--- config.mk ---
export PLATFORM = sky130hd
export DESIGN_NAME = ingress_classifier_flat
export DESIGN_NICKNAME = d
export VERILOG_FILES = /design/src/rtl/ingress_classifier_if.sv /design/src/rtl/ingress_classifier.sv /design/src/flat_wrapper.sv
export SDC_FILE = /design/constraint.sdc
export NUM_CORES = 1
export LEC_CHECK = 0
export BUFFER_PORTS_ARGS = -buffer_cell sky130_fd_sc_hd__buf_2
export CAP_MARGIN = 20
export CORE_MARGIN = 2
export CORE_UTILIZATION = 30
export CTS_BUF_LIST = sky130_fd_sc_hd__clkbuf_4
export DETAILED_ROUTE_END_ITERATION = 8
export GPL_TIMING_DRIVEN = 1
export PLACE_DENSITY = 0.52
export SLEW_MARGIN = 0
export SYNTH_ARGS = -nofsm -noshare
export SYNTH_HDL_FRONTEND = slang
export SYNTH_SLANG_ARGS = --single-unit
--- constraint.sdc ---
create_clock -name clk -period 2.9 [get_ports clk]
set_input_delay 0.29 -clock clk [delete_from_list [all_inputs] [get_ports clk]]
set_output_delay 0.29 -clock clk [all_outputs]
set_load 0.05 [all_outputs]
--- src/rtl/ingress_classifier_if.sv ---
// Ingress/egress bus of the ingress classifier.
//   data_in/valid_in/ready_out : upstream byte stream with valid/ready handshake
//   almost_full                : per-queue back-pressure from the four downstream FIFOs
//   push/data_out              : one-hot FIFO write strobe and the byte being written
// slave modport is the classifier; master modport is the surrounding environment.
interface ingress_classifier_if;
  localparam int unsigned DW = 8;
  localparam int unsigned NQ = 4;

  logic [DW-1:0] data_in;
  logic          valid_in;
  logic          ready_out;
  logic [NQ-1:0] almost_full;
  logic [NQ-1:0] push;
  logic [DW-1:0] data_out;

  modport slave (
    input  data_in, valid_in, almost_full,
    output ready_out, push, data_out
  );

  modport master (
    output data_in, valid_in, almost_full,
    input  ready_out, push, data_out
  );
endinterface

--- src/rtl/ingress_classifier.sv ---
// Ingress classifier: steers length-prefixed packets into one of four FIFOs.
// The header byte carries {dest[1:0], len[5:0]}. The header is held until the
// destination FIFO has room, then forwarded together with its len payload bytes.
// A packet whose destination stays almost-full for WAIT_MAX cycles, or whose
// len is zero, is dropped.
// Ports:
//   clk, rst_n  : clock, asynchronous active-low reset
//   bus         : ingress_classifier_if.slave (stream in, FIFO strobes out)
//   busy        : high whenever the classifier is not idle
//   drop_count  : saturating dropped-packet count
// Optional feature: define DROP_COUNTER_EN to build the drop counter;
// without it drop_count is tied to zero.
module ingress_classifier #(
  parameter int unsigned WAIT_MAX = 15
) (
  input  logic                  clk,
  input  logic                  rst_n,
  ingress_classifier_if.slave   bus,
  output logic                  busy,
  output logic [7:0]            drop_count
);

  localparam int unsigned DW = 8;
  localparam int unsigned NQ = 4;
  localparam int unsigned QW = 2;
  localparam int unsigned LW = 6;
  localparam int unsigned CW = 8;

  typedef struct packed {
    logic [QW-1:0] dest;
    logic [LW-1:0] len;
  } hdr_t;

  typedef enum logic [1:0] {IDLE, HOLD, PASS, DROP} state_t;

  state_t        state_q, state_d;
  logic [QW-1:0] dest_q, dest_d;
  logic [LW-1:0] len_q, len_d;
  logic [CW-1:0] wait_q, wait_d;
  logic [NQ-1:0] push_q, push_d;
  logic [DW-1:0] dout_q, dout_d;
  logic          rdy_en_q;
  logic          ready_c;
  logic          drop_evt;
  logic          af_dest;
  logic [NQ-1:0] dest_oh;
  hdr_t          hdr;

  assign hdr     = hdr_t'(bus.data_in);
  assign af_dest = bus.almost_full[dest_q];
  assign dest_oh = NQ'(NQ'(1) << dest_q);

  // ready_out is combinational: in PASS it must follow almost_full in the same cycle.
  assign bus.ready_out = ready_c;
  assign bus.push      = push_q;
  assign bus.data_out  = dout_q;
  assign busy          = (state_q != IDLE);

  // Next-state and datapath decode.
  always_comb begin
    state_d  = state_q;
    dest_d   = dest_q;
    len_d    = len_q;
    wait_d   = wait_q;
    push_d   = '0;
    dout_d   = dout_q;
    ready_c  = 1'b0;
    drop_evt = 1'b0;

    case (state_q)
      IDLE: begin
        // rdy_en_q keeps ready low until the first edge after reset release.
        ready_c = rdy_en_q;
        if (bus.valid_in && ready_c) begin
          dest_d = hdr.dest;
          len_d  = hdr.len;
          wait_d = '0;
          if (hdr.len == '0) begin
            drop_evt = 1'b1;
          end else begin
            state_d = HOLD;
          end
        end
      end

      HOLD: begin
        if (!af_dest) begin
          push_d  = dest_oh;
          dout_d  = {dest_q, len_q};
          state_d = PASS;
        end else begin
          wait_d = wait_q + CW'(1);
          if (wait_d == CW'(WAIT_MAX)) begin
            state_d = DROP;
          end
        end
      end

      PASS: begin
        ready_c = ~af_dest;
        if (bus.valid_in && ready_c) begin
          push_d = dest_oh;
          dout_d = bus.data_in;
          len_d  = len_q - LW'(1);
          if (len_q == LW'(1)) begin
            state_d = IDLE;
          end
        end
      end

      DROP: begin
        ready_c = 1'b1;
        if (bus.valid_in) begin
          len_d = len_q - LW'(1);
          if (len_q == LW'(1)) begin
            state_d  = IDLE;
            drop_evt = 1'b1;
          end
        end
      end

      default: state_d = IDLE;
    endcase
  end

  // State and datapath registers.
  always_ff @(posedge clk or negedge rst_n) begin
    if (!rst_n) begin
      state_q  <= IDLE;
      dest_q   <= '0;
      len_q    <= '0;
      wait_q   <= '0;
      push_q   <= '0;
      dout_q   <= '0;
      rdy_en_q <= 1'b0;
    end else begin
      state_q  <= state_d;
      dest_q   <= dest_d;
      len_q    <= len_d;
      wait_q   <= wait_d;
      push_q   <= push_d;
      dout_q   <= dout_d;
      rdy_en_q <= 1'b1;
    end
  end

`ifdef DROP_COUNTER_EN
  logic [7:0] drop_q;

  // Saturating drop counter.
  always_ff @(posedge clk or negedge rst_n) begin
    if (!rst_n) begin
      drop_q <= '0;
    end else if (drop_evt && (drop_q != 8'hFF)) begin
      drop_q <= drop_q + 8'd1;
    end
  end

  assign drop_count = drop_q;
`else
  logic unused_drop_evt;

  assign unused_drop_evt = drop_evt;
  assign drop_count      = '0;
`endif

endmodule

--- src/flat_wrapper.sv ---
// flat-port wrapper written by rule: the top's interface ports become plain ports
module ingress_classifier_flat 
#(
  parameter int unsigned WAIT_MAX = 15
)
  (clk, rst_n, busy, drop_count, bus_data_in, bus_valid_in, bus_almost_full, bus_ready_out, bus_push, bus_data_out);
  ingress_classifier_if bus_i ();
  input  logic clk;
  input  logic rst_n;
  output logic busy;
  output logic [7:0] drop_count;
  input wire logic [$bits(bus_i.data_in)-1:0] bus_data_in;
  input wire logic [$bits(bus_i.valid_in)-1:0] bus_valid_in;
  input wire logic [$bits(bus_i.almost_full)-1:0] bus_almost_full;
  output wire logic [$bits(bus_i.ready_out)-1:0] bus_ready_out;
  output wire logic [$bits(bus_i.push)-1:0] bus_push;
  output wire logic [$bits(bus_i.data_out)-1:0] bus_data_out;
  assign bus_i.data_in = bus_data_in;
  assign bus_i.valid_in = bus_valid_in;
  assign bus_i.almost_full = bus_almost_full;
  assign bus_ready_out = bus_i.ready_out;
  assign bus_push = bus_i.push;
  assign bus_data_out = bus_i.data_out;
  ingress_classifier #(.WAIT_MAX(WAIT_MAX)) u_core (.clk(clk), .rst_n(rst_n), .bus(bus_i), .busy(busy), .drop_count(drop_count));
endmodule
==> results of run 1 <==
[cell type report]
| class | instances | area, sq um |
|---|---|---|
| multi-input combinational | 148 | 932.1 |
| tap | 75 | 93.84 |
| inverter | 8 | 30.03 |
| timing repair buffer | 30 | 155.1 |
| clock buffer | 7 | 52.55 |
| sequential | 31 | 775.7 |
| clock inverter | 1 | 5.005 |
| fill | 611 | 3841 |
[metal layers]
layer / vias up / part of all wire, % / track usage, % / routed length [um]
met5: - / 0 / 0 / 0
met4: 0 / 2.1 / 5.500 / 76
met3: 7 / 5.7 / 3.077 / 205
met2: 31 / 45 / 17.89 / 1618
met1: 645 / 47 / 14.43 / 1670
li1: 725 / - / - / -
[power breakdown]
part	switching, mW	internal (mW)
logic	0.830	0.398
registers	0.133	0.591
clock network	0.145	0.113
total	1.11	1.10
[logic make-up (layout without fill, tap and decap cells)]
| logic type | count (synthesis) | count (layout) | synth area share (%) |
|---|---|---|---|
| adder cells (fa/ha/maj) | 8 | 8 | 5.517 |
| AND/OR/NAND/NOR | 61 | 61 | 16.76 |
| flip-flops | 31 | 31 | 42.76 |
| AO/OA/AOI/OAI | 55 | 55 | 18.34 |
| other | 2 | 9 | 0.4139 |
| buffers and inverters | 24 | 46 | 7.310 |
| XOR/XNOR | 3 | 3 | 1.449 |
| multiplexers | 12 | 12 | 7.448 |
[cells in the mapped netlist (2+ instances only)]
master,instances
a22oi_1,2
and2_1,3
nand2b_1,5
dfrtp_1,31
xor2_1,3
a211oi_1,3
mux2_2,2
nand2_1,17
o31ai_1,2
buf_4,8
a21o_1,3
conb_1,2
inv_1,8
a21oi_1,12
ha_1,8
mux2i_1,9
a31oi_1,2
nor3b_1,3
nand3_1,5
clkbuf_1,2
buf_2,4
o21ai_0,23
nor4_1,2
and3_1,3
nor2_1,18
[per-stage QoR]
| step | instances | total power, mW |
|---|---|---|
| 6_report | 300 | 2.210 |
| 5_1_grt | 300 | 2.435 |
| 3_5_place_dp | 292 | 1.971 |
| 2_1_floorplan | 203 | 1.725 |
| 3_3_place_gp | 292 | 1.964 |
| 4_1_cts | 300 | 2.237 |
[worst paths after layout]
path,start,to,slack [ns],depth (start not counted)
max reg2reg,u_core.state_q[1]$_DFFE_PN0P_,u_core.wait_q[7]$_DFFE_PN0P_,0.76,7
max in group asynchronous,rst_n,u_core.bus.data_out[1]$_DFFE_PN0P_,2.46,1
min in group clk,bus_data_in[6],u_core.dest_q[0]$_DFFE_PN0P_,0.21,2
max,u_core.dest_q[0]$_DFFE_PN0P_,bus_ready_out,0.59,4
min reg2reg,u_core.bus.data_out[6]$_DFFE_PN0P_,u_core.bus.data_out[6]$_DFFE_PN0P_,0.48,2
min,rst_n,u_core.wait_q[6]$_DFFE_PN0P_,-0.003,1
[critical path: stages (launching register included)]
cell and delay (ns):
dfrtp_1 0.47, mux4_2 0.64, nand2b_1 0.18, a21oi_1 0.12, buf_2 0.28
[registers in the layout (all words and copies together), names as in the netlist]
register and flops:
u_core.bus.push 4, u_core.wait_q 8, u_core.bus.data_out 8, u_core.state_q 2, u_core.dest_q 2, u_core.len_q 6, u_core.rdy_en_q 1
==> impl_metrics.csv, run 1 <==
group,metric,value,unit
critical_path,startpoint_type,"flop",
clock_tree,cts-resized-gates,0,
sta,hold_violations,2,
final_layout,final_nets,247,
clock_tree,htreeDepth,2,
drt,drt_wl_total,3570,um
final_layout,synthToLayoutAreaGrowth,12.69,%
drt,vias,1408,
placed_design,dpl_cell_area,1987,sq um
yosys,synthCells,196,
yosys,synth_edf_count,0,
final_layout,drive_above_1_share,20.00,%
yosys,syn_area_per_cell,9.256,sq um
sta,slew_violations,0,
placed_design,port_buffers,28,
sta,timing.hold.ws,-0.002628,ns
outcome,status,"complete, but fails checks",
drt,drt_iter0_drc,69,
drt,dr.pass1.iters,4,
yosys,ys_top_cells_by_area,"dfrtp_1 (43%), o21ai_0 (6.3%), ha_1 (5.5%), mux2i_1 (5.0%), nor2_1 (3.7%)",
die,core,5886,sq um
grt,overflow,0,
sta,finalClockSkew,0.002487,ns
placed_design,dp_slack,0.7434,ns
sta,period_needed,2.308,ns
grt,grt_first_pass_wirelength,5775,um
final_layout,final_cell_mix,"dfrtp_1 (31), buf_2 (28), o21ai_0 (23)",
sta,tightestPinTransition,0.8192,ns
yosys,synth.largest_area_cell,"dfrtp_1",
grt,antenna_found_initial,0,
clock_tree,clock-sinks,31,
critical_path,critPathRequiredTime,2.61,ns
die,die_h,81.77,um
min_path,hp-class,"primary input to async pin",
critical_path,crit_fanout,8,
sta,max_freq,0.4333,GHz
yosys,ys.flop_type,"dfrtp_1",
critical_path,worstPathArrival,2.02,ns
yosys,synthesis.area,1814,sq um
yosys,yosysSeqAreaShare,42.76,%
yosys,ys_seq_elements,31,
outcome,violations,"hold timing",
clock_tree,worst_skew_pair.late_latency,0.32,ns
yosys,yosysUniqueCellTypes,41,
final_layout,final_area,2044,sq um
yosys,synth_top_area_share,42.76,%
final_layout,final_util,34.74,%
placed_design,hpwl,2637,um
clock_tree,path_clk_slew,0.09,ns
die,die_w,81.77,um
power_and_ir_drop,powerDensity,1081,nW/um^2
drt,drc,0,
critical_path,crit_type,"flop to output port",
grt,grt_pass1_vias,1230,
critical_path,endpoint_kind,"output port",
sta,rsz0062_at_grt,"no",
clock_tree,root_buffer,"clkbuf_4",
run,drv_cap,0,
clock_tree,cts_tree,"built",
yosys,synth_warnings,0,
final_layout,antennaDiodeCount,0,
sta,relSlewSlack,45.02,%
die,top_level_ports,37,
clock_tree,cts_hold_buffers,0,
power_and_ir_drop,leakagePower,0.9664,nW
yosys,async_reset_ff_share,100.0,%
die,initial_utilization,30.82,%
clock_tree,ctsLongestPathBuffers,2,
drt,detail-route-antenna-nets,0,
sta,finalCritPeriodShare,79.57,%
drt,via_per_inst,4.693,
drt,wl_per_cell,11.90,um
grt,grtUsageTotal,11.39,%
die,num_rows,28,
clock_tree,cts_buffers,5,
sta,setup_viol,0,
die,die_area,6686,sq um
placed_design,place_congestion,0.7733,
final_layout,mostFrequentLayoutCell,"dfrtp_1",
power_and_ir_drop,ir_worst_vdd,446.1,uV
grt,grt_max_degree,32,
clock_tree,cts_setup_buffers,0,
sta,worst_slack,0.5923,ns
sta,tns,0,ns
No activity file was read; power rests on OpenSTA's default activity.
==> run 2, diff against run 1 <==
--- a/config.mk
+++ b/config.mk
@@ -12,7 +12,7 @@
 export CTS_BUF_LIST = sky130_fd_sc_hd__clkbuf_4
 export DETAILED_ROUTE_END_ITERATION = 8
 export GPL_TIMING_DRIVEN = 1
-export PLACE_DENSITY = 0.52
+export PLACE_DENSITY = 0.54
 export SLEW_MARGIN = 0
 export SYNTH_ARGS = -nofsm -noshare
 export SYNTH_HDL_FRONTEND = slang
==> constraint.sdc (replaced) <==
create_clock -name clk -period 2 [get_ports clk]
set_input_delay 0.2 -clock clk [delete_from_list [all_inputs] [get_ports clk]]
set_output_delay 0.2 -clock clk [all_outputs]
set_load 0.05 [all_outputs]
==> run 2 against run 1 <==
Via count grew 3.3%. Sequential cell count is the same. Combinational power grew 72%. Largest cell class unchanged. The flow now finishes without violations.
==> impl_metrics.csv, run 2 (same netlist as run 1, synthesis figures left out) <==
group,metric,value,unit
outcome,status,"complete, no violations",
clock_tree,htreeDepth,2,
sta,tightestPinTransition,0.6906,ns
clock_tree,cts_buffers,5,
die,die_h,81.77,um
drt,drc,0,
sta,slew_violations,0,
placed_design,place_congestion,0.8241,
drt,vias,1455,
sta,max_freq,0.5108,GHz
clock_tree,ctsLongestPathBuffers,2,
sta,finalClockSkew,0.008752,ns
final_layout,final_nets,259,
sta,setup_viol,0,
sta,hold_violations,0,
power_and_ir_drop,clockPowerShare,9.6,%
power_and_ir_drop,pwr-share-seq,29.6,%
die,top_level_ports,37,
die,num_rows,28,
die,die_area,6686,sq um
drt,drt_iter0_drc,74,
drt,detail-route-antenna-nets,0,
placed_design,port_buffers,28,
final_layout,fill_cells,609,
sta,worst_slack,0.04221,ns
critical_path,cp_slowest_cell,"mux4_2",
die,die_w,81.77,um
sta,rsz0062_at_grt,"yes",
grt,grt_pass1_vias,1307,
power_and_ir_drop,ir_worst_vdd,801.9,uV
placed_design,hpwl,2698,um
critical_path,endpoint_kind,"output port",
grt,grt_first_pass_wirelength,6210,um
drt,via_per_inst,4.663,
min_path,hp-class,"primary input to flop",
critical_path,path_cells,"mux4_2 > nand2b_4 > a21oi_4 > buf_6",
critical_path,slowest_delay,0.58,ns
final_layout,final_cell_mix,"dfrtp_1 (31), buf_2 (27), nor2_1 (18), o21ai_0 (18), nand2_1 (16)",
final_layout,drive_above_1_share,26.27,%
sta,period_needed,1.958,ns
critical_path,worstPathArrival,1.76,ns
run,drv_cap,0,
final_layout,synthToLayoutAreaGrowth,20.83,%
clock_tree,worst_skew_pair.late_latency,0.33,ns
die,core,5886,sq um
final_layout,mostFrequentLayoutCell,"dfrtp_1",
grt,grt_max_degree,32,
power_and_ir_drop,powerDensity,1589,nW/um^2
placed_design,dp_slack,-0.001086,ns
drt,wl_per_cell,12.06,um
clock_tree,clock-sinks,31,
sta,relSlewSlack,53.96,%
power_and_ir_drop,switching_share,49.56,%
drt,dr.pass1.iters,4,
critical_path,crit_fanout,5,
critical_path,startpoint_type,"flop",
critical_path,critPathRequiredTime,1.80,ns
final_layout,final_util,37.24,%
critical_path,crit_type,"flop to output port",
grt,antenna_found_initial,1,
grt,overflow,0,
clock_tree,cts_tree,"built",
power_and_ir_drop,p_int,1.757,mW
power_and_ir_drop,leakagePower,1.030,nW
power_and_ir_drop,power_switching,1.726,mW
clock_tree,path_clk_slew,0.09,ns
grt,grtUsageTotal,12.23,%
drt,drt_wl_total,3762,um
clock_tree,root_buffer,"clkbuf_4",
power_and_ir_drop,power.total,3.483,mW
power_and_ir_drop,power_frac_comb,60.9,%
sta,finalCritPeriodShare,97.89,%
die,initial_utilization,30.82,%
## run 2: worst max-delay path, delay by kind of cell (launching register included)
family | cells | cell delay, ns
compound gates | 1 | 0.12
buf+inv | 1 | 0.17
flops | 1 | 0.39
mux | 1 | 0.58
simple gates | 1 | 0.18
## run 2: layer usage
metal	routed length [um]	vias up	track usage (%)
met5	0	-	0
met3	162	6	2.967
met2	1759	34	18.70
met4	85	0	5.500
li1	-	746	-
met1	1755	669	16.33
## run 2: layout make-up
| class | count | area (sq um) | area share, % |
|---|---|---|---|
| multi-input combinational | 148 | 985.9 | 44.98 |
| tap | 75 | 93.84 | 4.281 |
| clock inverter | 2 | 8.758 | 0.3995 |
| sequential | 31 | 775.7 | 35.39 |
| clock buffer | 5 | 37.54 | 1.712 |
| inverter | 8 | 30.03 | 1.370 |
| antenna | 1 | 2.502 | 0.1142 |
| timing repair buffer | 42 | 257.7 | 11.76 |
## run 2: through the flow
step / instance area (sq um) / setup TNS (ns) / cells / hold slack, ns
after floorplan: 1852 / 0 / 203 / -0.09559
after global placement: 2058 / 0 / 300 / 0.2941
after detailed placement: 2058 / -0.001086 / 300 / 0.2982
after CTS: 2143 / 0 / 310 / 0.1093
after global routing: 2192 / -0.3531 / 312 / 0.09958
final: 2192 / 0 / 312 / 0.1229
## run 2: path summary, 6_finish.rpt
kind / from / to / slack, ns / cells past startpoint
max reg2reg: u_core.dest_q[0]$_DFFE_PN0P_ / u_core.state_q[1]$_DFFE_PN0P_ / 0.05 / 6
max in group asynchronous: rst_n / u_core.bus.data_out[5]$_DFFE_PN0P_ / 1.11 / 2
min: bus_data_in[7] / u_core.dest_q[1]$_DFFE_PN0P_ / 0.12 / 2
min in group asynchronous: rst_n / u_core.wait_q[1]$_DFFE_PN0P_ / 0.44 / 2
min reg2reg: u_core.bus.data_out[7]$_DFFE_PN0P_ / u_core.bus.data_out[7]$_DFFE_PN0P_ / 0.48 / 2
max: u_core.dest_q[0]$_DFFE_PN0P_ / bus_ready_out / 0.04 / 4
## run 2: power groups by stage
stage / Combinational (mW) / Sequential [mW] / Clock [mW]
floorplan: 1.19 / 1.33 / 0
global placement: 1.94 / 1.04 / 0
detailed placement: 1.96 / 1.04 / 0
CTS: 2.02 / 1.03 / 0.358
global route: 2.36 / 1.07 / 0.390
finish: 2.12 / 1.03 / 0.333
## run 2: timing repair
action	in CTS	in global routing
endpoints found under the setup margin	4	19
buffers inserted	2	1
gates resized for setup	3	15
hold buffers	1	0
hold endpoints to repair	31	0
pin swaps	0	2
==> run 3, diff against run 2 <==
==> constraint.sdc (replaced) <==
create_clock -name clk -period 2 [get_ports clk]
set_input_delay 0.6 -clock clk [delete_from_list [all_inputs] [get_ports clk]]
set_output_delay 0.6 -clock clk [all_outputs]
set_load 0.05 [all_outputs]
==> run 3 against run 2 <==
The run now ends with setup timing left. Design area grew 1.6%. Sequential power about the same. Non-clock buffer count grew 1. Register-to-register slack about the same. Combinational power rose by 3%. Setup slack worse by 0.35 ns. Clock-buffer cell count rose by 2. Die area did not move. Cell count grew 0.32%. Core utilization up 0.60 points. Global-route usage grew 0.078 points. Critical endpoint unchanged. Highest routed layer unchanged.
==> impl_metrics.csv, run 3 (same netlist as run 1, synthesis figures left out) <==
group,metric,value,unit
critical_path,path_cells,"mux4_2 > nand2b_4 > a21oi_4 > buf_6",
grt,grtUsageTotal,12.31,%
placed_design,port_buffers,28,
drt,wl_per_cell,11.96,um
sta,finalClockSkew,0.005343,ns
critical_path,cp_slowest_cell,"mux4_2",
clock_tree,clock-sinks,31,
final_layout,drive_above_1_share,26.89,%
die,top_level_ports,37,
grt,use_met1,15.95,%
drt,dr.pass1.iters,4,
critical_path,crit_family,"multiplexers",
critical_path,path_buf_inv,1,
final_layout,antennaDiodeCount,0,
drt,detail-route-antenna-nets,0,
clock_tree,cts_tree,"built",
die,initial_utilization,30.82,%
grt,met2_usage,19.19,%
critical_path,worstPathArrival,1.71,ns
run,drv_cap,0,
sta,worst_slack,-0.3065,ns
critical_path,r2r_slack,0.05,ns
drt,drt_wl_total,3745,um
final_layout,final_area,2227,sq um
sta,hold_violations,0,
min_path,hp-class,"primary input to async pin",
critical_path,critPathRequiredTime,1.40,ns
grt,overflow,0,
grt,antenna_found_initial,0,
critical_path,slowest_delay,0.53,ns
grt,busiest_layer,"met2",
die,die_area,6686,sq um
final_layout,final_nets,260,
placed_design,hpwl,2703,um
sta,setup_viol,1,
grt,grt_max_degree,32,
critical_path,r2r_end,"u_core.state_q[1]$_DFFE_PN0P_",
sta,slew_violations,0,
critical_path,endpoint_kind,"output port",
power_and_ir_drop,ir_worst_vdd,711.5,uV
clock_tree,htreeDepth,2,
critical_path,rr_startpoint,"u_core.dest_q[0]$_DFFE_PN0P_",
clock_tree,path_clk_slew,0.10,ns
die,die_w,81.77,um
grt,grt_pass1_vias,1361,
drt,via_per_inst,4.709,
critical_path,rr_worst_depth,6,
sta,period_needed,2.306,ns
grt,grt_first_pass_wirelength,6237,um
grt,grtUsageMet3,2.967,%
placed_design,dpl_cell_area,2126,sq um
critical_path,crit_type,"flop to output port",
placed_design,dp_slack,-0.3593,ns
placed_design,place_congestion,0.7964,
clock_tree,worst_skew_pair.late_latency,0.33,ns
clock_tree,cts_buffers,5,
critical_path,crit_fanout,2,
outcome,violations,"setup timing",
critical_path,startpoint_type,"flop",
drt,drc,0,
power_and_ir_drop,leakagePower,1.050,nW
final_layout,fill_cells,622,
drt,vias,1474,
clock_tree,cts_hold_buffers,0,
clock_tree,ctsLongestPathBuffers,2,
clock_tree,root_buffer,"clkbuf_4",
final_layout,mostFrequentLayoutCell,"dfrtp_1",
sta,finalCritPeriodShare,115.3,%
outcome,status,"complete, but fails checks",
drt,drt_iter0_drc,69,
sta,rsz0062_at_grt,"yes",
final_layout,synthToLayoutAreaGrowth,22.76,%
sta,tns,-0.3065,ns
sta,max_freq,0.4336,GHz
die,core,5886,sq um
die,die_h,81.77,um
die,num_rows,28,
final_layout,final_cell_mix,"dfrtp_1 (31), buf_2 (26), o21ai_0 (21)",
power_and_ir_drop,powerDensity,1617,nW/um^2
[run 3: cell count changes in the layout (fill, tap and decap cells not counted), sizes merged]
cell	before	now
dlygate4sd3	1	0
clkinv	2	1
clkbuf	5	7
buf	41	43
diode	1	0
[run 3: worst register-to-register path, stage by stage, from the launching register on]
cell and delay [ns]:
dfrtp_1 0.38, mux4_2 0.53, buf_4 0.19, o22ai_4 0.20, nor3b_4 0.28, mux2i_1 0.21, a31oi_1 0.05
[run 3: what timing repair did]
item	in CTS	in global routing
pin swaps	2	2
endpoints found under the setup margin	2	14
buffers inserted	1	3
gates resized for setup	5	6
[run 3: area by class of cell]
type / instances / area [sq um] / share of cell area (%)
multi-input cells: 148 / 970.9 / 43.60
repair buffers: 43 / 299.0 / 13.43
inverters: 8 / 30.03 / 1.348
clock inverters: 1 / 5.005 / 0.2247
well taps: 75 / 93.84 / 4.213
clock buffers: 7 / 52.55 / 2.360
flip-flops and latches: 31 / 775.7 / 34.83
[run 3: metrics by stage]
| step | util (%) | hold WS, ns | total power [mW] | instances |
|---|---|---|---|---|
| finish | 37.84 | 0.2712 | 3.601 | 313 |
| global route | 37.84 | 0.2865 | 3.920 | 313 |
| CTS | 37.54 | 0.2821 | 3.619 | 312 |
| detailed placement | 36.12 | 0.4646 | 3.165 | 303 |
| global placement | 36.12 | 0.4580 | 3.150 | 303 |
| floorplan | - | 0.3044 | 2.536 | 203 |
[run 3: power breakdown]
part           leakage [nW]  switching [mW]  internal (mW)
registers             0.396           0.181          0.857
logic                 0.618            1.32          0.869
clock network        0.0361           0.215          0.164
[run 3: worst max-delay path by stage]
stage	start	to	slack [ns]	cells past startpoint
global route	u_core.dest_q[0]$_DFFE_PN0P_	bus_ready_out	-0.37	4
CTS	u_core.dest_q[0]$_DFFE_PN0P_	bus_ready_out	-0.32	4
detailed placement	bus_almost_full[3]	bus_ready_out	-0.36	5
floorplan	bus_almost_full[3]	bus_ready_out	-0.25	3
finish	u_core.dest_q[0]$_DFFE_PN0P_	bus_ready_out	-0.31	4
global placement	bus_almost_full[3]	bus_ready_out	-0.32	5
[run 3: layer usage]
| metal | share of wire (%) | routed length [um] | vias to the layer above |
|---|---|---|---|
| met4 | 2.0 | 76 | 0 |
| met2 | 45 | 1691 | 33 |
| met1 | 48 | 1799 | 686 |
| li1 | - | - | 748 |
| met3 | 4.8 | 178 | 7 |
| met5 | 0 | 0 | - |
